===== src/rtl/multi_channel_score_display.sv =====
// Multi-channel 7-segment score readout with one shared sequential double-dabble engine.
// Optional LEADING_ZERO_BLANK_EN blanks digits above the most significant non-zero digit.
`timescale 1ns/1ps

module multi_channel_score_display #(
   parameter int  INPUT_LENGTH = 8,
   parameter int  N_DIGITS     = 2,
   parameter int  N_CHANNELS   = 2,
   localparam int CW           = (N_CHANNELS > 1) ? $clog2(N_CHANNELS) : 1
) (
   input  logic                               clock,
   input  logic                               reset_n,
   input  logic [N_CHANNELS-1:0]              update,
   input  logic [N_CHANNELS*INPUT_LENGTH-1:0] binary,
   output logic [N_CHANNELS*N_DIGITS*4-1:0]   bcd,
   output logic [N_CHANNELS*N_DIGITS*7-1:0]   segments,
   output logic [N_CHANNELS-1:0]              overflow,
   output logic                               busy,
   output logic                               done,
   output logic [CW-1:0]                      done_channel
);

   localparam int     BW    = N_DIGITS * 4;
   localparam int     SW    = N_DIGITS * 7;
   localparam int     CNTW  = $clog2(INPUT_LENGTH + 1);
   localparam longint LIMIT = longint'(10) ** N_DIGITS;
   localparam logic [6:0] SEG_DASH  = 7'b0111111;
   localparam logic [6:0] SEG_BLANK = 7'h7F;

   typedef enum logic [1:0] {S_IDLE, S_LOAD, S_SHIFT, S_STORE} state_t;

   state_t                   state_q, state_d;
   logic [N_CHANNELS-1:0]    pending_q, pending_d;
   logic [CW-1:0]            sel_q, sel_d;
   logic [INPUT_LENGTH-1:0]  shift_q, shift_d;
   logic [BW-1:0]            acc_q, acc_d;
   logic [CNTW-1:0]          cnt_q, cnt_d;
   logic                     ovf_q, ovf_d;
   logic [N_CHANNELS*BW-1:0] bcd_q, bcd_d;
   logic [N_CHANNELS*SW-1:0] seg_q, seg_d;
   logic [N_CHANNELS-1:0]    overflow_q, overflow_d;
   logic                     done_q, done_d;
   logic [CW-1:0]            done_channel_q, done_channel_d;

   logic [BW-1:0]            acc_adj;
   logic [BW-1:0]            acc_shift;
   logic [INPUT_LENGTH-1:0]  bin_shift;
   logic [INPUT_LENGTH-1:0]  bin_sel;
   logic [SW-1:0]            digit_seg;
   logic [N_DIGITS-1:0]      blank;
   logic [CW-1:0]            pick;
   logic [N_CHANNELS-1:0]    clear;

   function automatic logic [6:0] seg_of(input logic [3:0] n);
      case (n)
         4'd0:    seg_of = 7'b1000000;
         4'd1:    seg_of = 7'b1111001;
         4'd2:    seg_of = 7'b0100100;
         4'd3:    seg_of = 7'b0110000;
         4'd4:    seg_of = 7'b0011001;
         4'd5:    seg_of = 7'b0010010;
         4'd6:    seg_of = 7'b0000010;
         4'd7:    seg_of = 7'b1111000;
         4'd8:    seg_of = 7'b0000000;
         4'd9:    seg_of = 7'b0010000;
         default: seg_of = SEG_BLANK;
      endcase
   endfunction

   // Add-3 correction is applied before each shift; carries out of the top digit are dropped.
   genvar gi;
   generate
      for (gi = 0; gi < N_DIGITS; gi++) begin : g_digit
         assign acc_adj[gi*4 +: 4] = (acc_q[gi*4 +: 4] >= 4'd5) ? acc_q[gi*4 +: 4] + 4'd3
                                                                 : acc_q[gi*4 +: 4];
`ifdef LEADING_ZERO_BLANK_EN
         assign blank[gi] = (gi != 0) && (acc_q[BW-1:gi*4] == '0);
`else
         assign blank[gi] = 1'b0;
`endif
         assign digit_seg[gi*7 +: 7] = ovf_q     ? SEG_DASH  :
                                       blank[gi] ? SEG_BLANK : seg_of(acc_q[gi*4 +: 4]);
      end
   endgenerate

   assign acc_shift = {acc_adj[BW-2:0], shift_q[INPUT_LENGTH-1]};
   assign bin_shift = {shift_q[INPUT_LENGTH-2:0], 1'b0};
   assign bin_sel   = binary[sel_q*INPUT_LENGTH +: INPUT_LENGTH];

   always_comb begin
      pick = '0;
      for (int i = N_CHANNELS - 1; i >= 0; i--) begin
         if (pending_q[i]) pick = CW'(i);
      end
   end

   always_comb begin
      state_d        = state_q;
      sel_d          = sel_q;
      shift_d        = shift_q;
      acc_d          = acc_q;
      cnt_d          = cnt_q;
      ovf_d          = ovf_q;
      bcd_d          = bcd_q;
      seg_d          = seg_q;
      overflow_d     = overflow_q;
      done_d         = 1'b0;
      done_channel_d = done_channel_q;
      clear          = '0;
      case (state_q)
         S_IDLE: begin
            if (|pending_q) begin
               sel_d        = pick;
               clear[pick]  = 1'b1;
               state_d      = S_LOAD;
            end
         end
         S_LOAD: begin
            shift_d = bin_sel;
            acc_d   = '0;
            cnt_d   = CNTW'(INPUT_LENGTH);
            ovf_d   = (64'(bin_sel) >= LIMIT);
            state_d = S_SHIFT;
         end
         S_SHIFT: begin
            acc_d   = acc_shift;
            shift_d = bin_shift;
            cnt_d   = cnt_q - 1'b1;
            if (cnt_q == CNTW'(1)) state_d = S_STORE;
         end
         S_STORE: begin
            bcd_d[sel_q*BW +: BW] = acc_q;
            seg_d[sel_q*SW +: SW] = digit_seg;
            overflow_d[sel_q]     = ovf_q;
            done_d                = 1'b1;
            done_channel_d        = sel_q;
            state_d               = S_IDLE;
         end
         default: state_d = S_IDLE;
      endcase
      // A new request on the channel just cleared wins, so it is converted again later.
      pending_d = (pending_q & ~clear) | update;
   end

   always_ff @(posedge clock or negedge reset_n) begin
      if (!reset_n) begin
         state_q        <= S_IDLE;
         pending_q      <= '0;
         sel_q          <= '0;
         shift_q        <= '0;
         acc_q          <= '0;
         cnt_q          <= '0;
         ovf_q          <= 1'b0;
         bcd_q          <= '0;
         seg_q          <= '1;
         overflow_q     <= '0;
         done_q         <= 1'b0;
         done_channel_q <= '0;
      end else begin
         state_q        <= state_d;
         pending_q      <= pending_d;
         sel_q          <= sel_d;
         shift_q        <= shift_d;
         acc_q          <= acc_d;
         cnt_q          <= cnt_d;
         ovf_q          <= ovf_d;
         bcd_q          <= bcd_d;
         seg_q          <= seg_d;
         overflow_q     <= overflow_d;
         done_q         <= done_d;
         done_channel_q <= done_channel_d;
      end
   end

   assign bcd          = bcd_q;
   assign segments     = seg_q;
   assign overflow     = overflow_q;
   assign busy         = (state_q != S_IDLE);
   assign done         = done_q;
   assign done_channel = done_channel_q;

endmodule


===== config.mk =====
export PLATFORM = sky130hd
export DESIGN_NAME = multi_channel_score_display
export DESIGN_NICKNAME = d
export VERILOG_FILES = /design/src/rtl/multi_channel_score_display.sv
export SDC_FILE = /design/constraint.sdc
export NUM_CORES = 1
export LEC_CHECK = 0
export ABC_AREA = 1
export CORE_MARGIN = 3
export CORE_UTILIZATION = 50
export DETAILED_ROUTE_END_ITERATION = 16
export GPL_TIMING_DRIVEN = 0
export PLACE_DENSITY = 0.86
export SKIP_LAST_GASP = 1
export SLEW_MARGIN = 20
export SYNTH_ARGS = -nofsm -noshare
export SYNTH_HDL_FRONTEND = slang
export SYNTH_SLANG_ARGS = --single-unit

===== constraint.sdc =====
create_clock -name clock -period 2.9 [get_ports clock]
set_input_delay 0.58 -clock clock [delete_from_list [all_inputs] [get_ports clock]]
set_output_delay 0.58 -clock clock [all_outputs]
set_load 0.03 [all_outputs]

### Word-level counts from Yosys, hierarchy flattened

Memory sizes are Yosys's and may differ from the RTL's.
Index checks and enable logic that the tools add are counted.

| cells by class | value |
|---|---|
| $add $sub $neg | 5 |
| multiply operators | 1 |
| $lt $le $gt $ge | 7 |
| eq/ne operators | 6 |
| shift operators | 5 |
| muxes and demuxes | 22 |
| bitwise gates (word level) | 3 |
| reductions and logical operators | 8 |

Operators by type and width:

| cell | number |
|---|---|
| 4-bit negator with 34-bit output | 1 |
| 5-bit negator with 34-bit output | 1 |
| 14-bit by 34-bit variable shift with 28-bit output, first input constant | 1 |
| 8-bit by 34-bit variable shift with 16-bit output, first input constant | 1 |
| 14-bit by 34-bit indexed part select with 28-bit output | 1 |
| 8-bit by 34-bit indexed part select with 16-bit output | 1 |
| 8-bit case mux with 2 select lines | 2 |
| 28-bit bitwise mux | 1 |
| 16-bit bitwise mux | 1 |
| 16-bit by 5-bit indexed part select with 8-bit output | 1 |
| 7-bit 2-to-1 mux | 2 |
| 4-bit by 3-bit greater-or-equal comparator with 1-bit output, second input constant | 2 |
| 8-bit by 7-bit greater-or-equal comparator with 1-bit output, second input constant | 1 |
| 2-bit 2-to-1 mux | 4 |
| 2-bit case mux with 4 select lines | 1 |
| 4-bit case mux with 2 select lines | 1 |
| 1-bit 2-to-1 mux | 5 |
| 4-bit by 2-bit adder with 4-bit output, second input constant | 1 |
| 2-bit == test, second input constant | 2 |
| 4-bit by 1-bit == test with 1-bit output, second input constant | 1 |
| 1-bit by 2-bit less-than comparator with 1-bit output, second input constant | 2 |
| 1-bit by 3-bit multiplier with 4-bit output, second input constant | 1 |
| 4-bit 2-to-1 mux | 1 |
| 2-bit inequality test, second input constant | 2 |
| other kinds (15) | 20 |

| storage, ports and cells | value |
|---|---|
| bits in registers | 74 |
| bits in read-only memories | 224 |
| input bits | 20 |
| output and inout port bits | 49 |
| logic and storage cells | 71 |
| memories kept | 2 |

Memories:

| name | words | width | read ports | clocked after memory_dff | wr ports | line | RTL |
|---|---|---|---|---|---|---|---|
| (no name shown) | 16 | 7 | 1 | 0 | 0 | 55 | `case (n)` |
| (no name shown) | 16 | 7 | 1 | 0 | 0 | 55 |  |

### Longest topological paths before layout

| logic depth | value |
|---|---|
| depth in word-level cells | 11 |
| mapped depth | 10 |
| gate-level depth less buffers | 10 |

### Least setup slack after synthesis

OpenSTA, ideal clock, no wires.

| path | value |
|---|---|
| path type | register -> output |
| from | register state_q[0] |
| to | output busy |
| arrival | 863 ps |
| required time | 2320 ps |
| path slack | 1457 ps |
| stages on the path, launching flop included | 4 |
| buffers on the path | 0 |
| path through | dfrtp_1 > inv_1 > ha_1 > inv_1 |

| between the ends | value |
|---|---|
| cells in the longest elaborated chain, start to end | 1 |

RTL lines:

| item | line | RTL |
|---|---|---|
| start: declaration | 32 | `state_t state_q, state_d;` |
| start signal: assignment | 160 | `state_q <= state_d;` |
| 2-bit nonzero test | 178 | `assign busy = (state_q != S_IDLE);` |
| end: declaration | 18 | `output logic busy,` |

Every way passes these cells.

### Worst setup path after layout

| path | value |
|---|---|
| from | register state_q[1] |
| to | output busy |

Same word-level chain as after synthesis.

==> flow_summary.ini <==
[status]
outcome = finished clean

[worst_setup_path]
crit_required_ns = 2.32
path_cells = inv_1, ha_1, inv_1, clkdlybuf4s50_1
path_common_cell = inv_1
cp_num_buf_inv = 3
rr_worst_depth = 8
crit_fanout = 5
startpoint_type = flip-flop
endpoint_kind = output port
r2r_slack_ns = 1.24
slowest_delay_ns = 0.69
r2r-start = acc_q[0]
worstPathArrival_ns = 1.87
crit_cells = 4
r2r-end = segments[18]
cp_top_family = buffers and inverters
cpMaxStageDelayCell = clkdlybuf4s50_1
crit_type = reg -> out

[drt]
drt_iter0_drc = 200
via_per_inst = 5.18
wl_per_cell_microns = 13.8
dr_total_vias = 3101
wl_microns = 8270
ant_nets = 0
drcViolationCount = 0
firstDrtPassIters = 4

[clocking]
clk_path_buf_depth = 2
hold_buffers = 0
root_buffer = clkbuf_8
clkTransAtPathRegs_ns = 0.08
cts_buffers = 9
cts_setup_buffers = 0
cts-resized-gates = 0
cts.sinks = 74
cts_tree = built
htree_levels = 3
clk-insertion-delay-late_ns = 0.35

[yosys]
syn_area_per_cell_sq_um = 8.38
synth.area.mux_share = 0
synthSimpleGateAreaFrac = 0.220
yosys_warnings = 0
ys_ff_latch = 74
synth_top_area_share = 0.326
ys.flop_type = dfrtp_1
synth.area.top_cells = dfrtp_1 33%, dfstp_2 21%, nand2_1 15%
synth-seq-area-share = 0.535
syn_nets = 459
synth_edf_count = 0
async_flop_share = 1.00
yosys.area.top_type = dfrtp_1
synth_xor_area_frac = 0
ys_types = 24
syn_inst = 421
synth_fa_ha_area_frac = 0.0638
synth_top_family_by_area = simple AND/OR/NAND/NOR gates
synth_area_sq_um = 3530
synth_compound_area_frac = 0.111

[finish]
final_cell_area_sq_um = 4620
final_common_cell = nand2_1
areaGrowthSynthToFinish_pct = 30.9
n_antenna_cell = 0
final_layout_size_suffix_gt1_frac = 0.121
fillers = 490
final_nets = 539
final_util = 0.699
final_cell_mix = 141 x nand2_1, 67 x clkdlybuf4s50_1, 46 x dfrtp_1, 45 x inv_1, 42 x o21ai_0

[sta]
setup_slack_ns = 0.445
hold_violations = 0
rsz0062_at_grt = no
slew-limit-headroom = 0.692
fin_crit_ns = 2.45
drv_slew = 0
period_share = 0.846
setup_violations = 0
finalClockSkew_ns = 0.00982
worst_pin_slew_ns = 0.462
setup_tns_ns = 0
max_freq_mhz = 407

[global_routing]
grt_use_total = 0.206
grt_overflow = 0
antenna_found_initial = 0
grt_pass1_vias = 2978
grt_pass1_wl_microns = 13700
grt_max_degree = 51

[min_path]
hold_path_class = in -> async

[run]
drv_cap = 0

[placement]
gp_congestion = 0.916
preCtsSetupSlack_ns = 0.824
port_buffers = 68
dp_hpwl_microns = 5870
placed_cell_area_sq_um = 4350

[die]
die_width_microns = 90.0
die_area_sq_um = 8100
core_region_area_sq_um = 6600
boundaryPins = 69
initial_utilization = 0.534
die_h_microns = 90.0
core.rowCount = 29

[power]
p_total_mw = 4.92
p_per_area_nw_per_um2 = 1060
max-vdd-ir-drop_mv = 0.476
power_leakage_nw = 2.26
==> logic make-up after synthesis <==
logic type	count (synthesis)
AO/OA/AOI/OAI	70
adder cells (fa/ha/maj)	18
buffers and inverters	62
flip-flops	74
AND/OR/NAND/NOR	197
==> stage by stage <==
stage | hold slack (ns) | instances
6_report | 0.134 | 599
5_1_grt | 0.153 | 599
4_1_cts | 0.138 | 599
3_5_place_dp | 0.460 | 583
3_3_place_gp | 0.458 | 582
2_1_floorplan | 0.284 | 421
==> synthesized netlist by cell type (4+ instances only) <==
library cell	instances
ha_1	18
inv_2	4
a31oi_1	6
nand2_1	141
o21ai_0	42
o22ai_1	4
a21oi_1	5
clkbuf_1	4
inv_1	45
nor2_1	38
nand3_1	13
dfstp_2	28
buf_2	7
dfrtp_1	46
o211ai_1	7
==> power by group <==
group,internal (mW),leakage (nW),switching [mW]
clock,0.651,0.136,0.387
sequential,1.46,0.866,0.227
combinational,0.838,1.26,1.36
==> worst reg2reg max path, cell delays in order (launching register included) <==
cell and delay (ns):
dfrtp_1 0.45, inv_1 0.17, ha_1 0.27, ha_1 0.19, nor2_1 0.12, nor2_1 0.06, o21ai_0 0.18, nand2_1 0.09
nand2_1 0.09
==> worst max path at each step <==
stage	from	endpoint	slack, ns
finish	state_q[1]	busy	0.45
detailed placement	state_q[1]	busy	0.82
floorplan	state_q[0]	busy	1.46
global placement	reset_n	done	-1.08
CTS	state_q[1]	busy	0.43
global route	state_q[1]	busy	0.34
==> per-layer routing <==
metal / part of all wire / track usage
met5: 0 / 0
met3: 0.048 / 0.0442
met4: 0.022 / 0.0829
met1: 0.44 / 0.255
met2: 0.49 / 0.350
==> sequential cells by signal, indices dropped and copies added (netlist names), 2 cells and up <==
register and count:
acc_q 8, bcd 16, cnt_q 4, overflow 2
pending_q 2, segments 28, shift_q 8, state_q 2
==> final cells by class <==
type | instances | area [sq um] | area share
clock buffer | 11 | 163 | 0.0352
sequential | 74 | 1890 | 0.409
multi-input combinational | 285 | 1390 | 0.302
timing repair buffer | 69 | 706 | 0.153
tap | 93 | 116 | 0.0252
clock inverter | 5 | 105 | 0.0228
inverter | 49 | 184 | 0.0398
buffer | 13 | 65.1 | 0.0141
No activity file was read; power rests on OpenSTA's default activity.
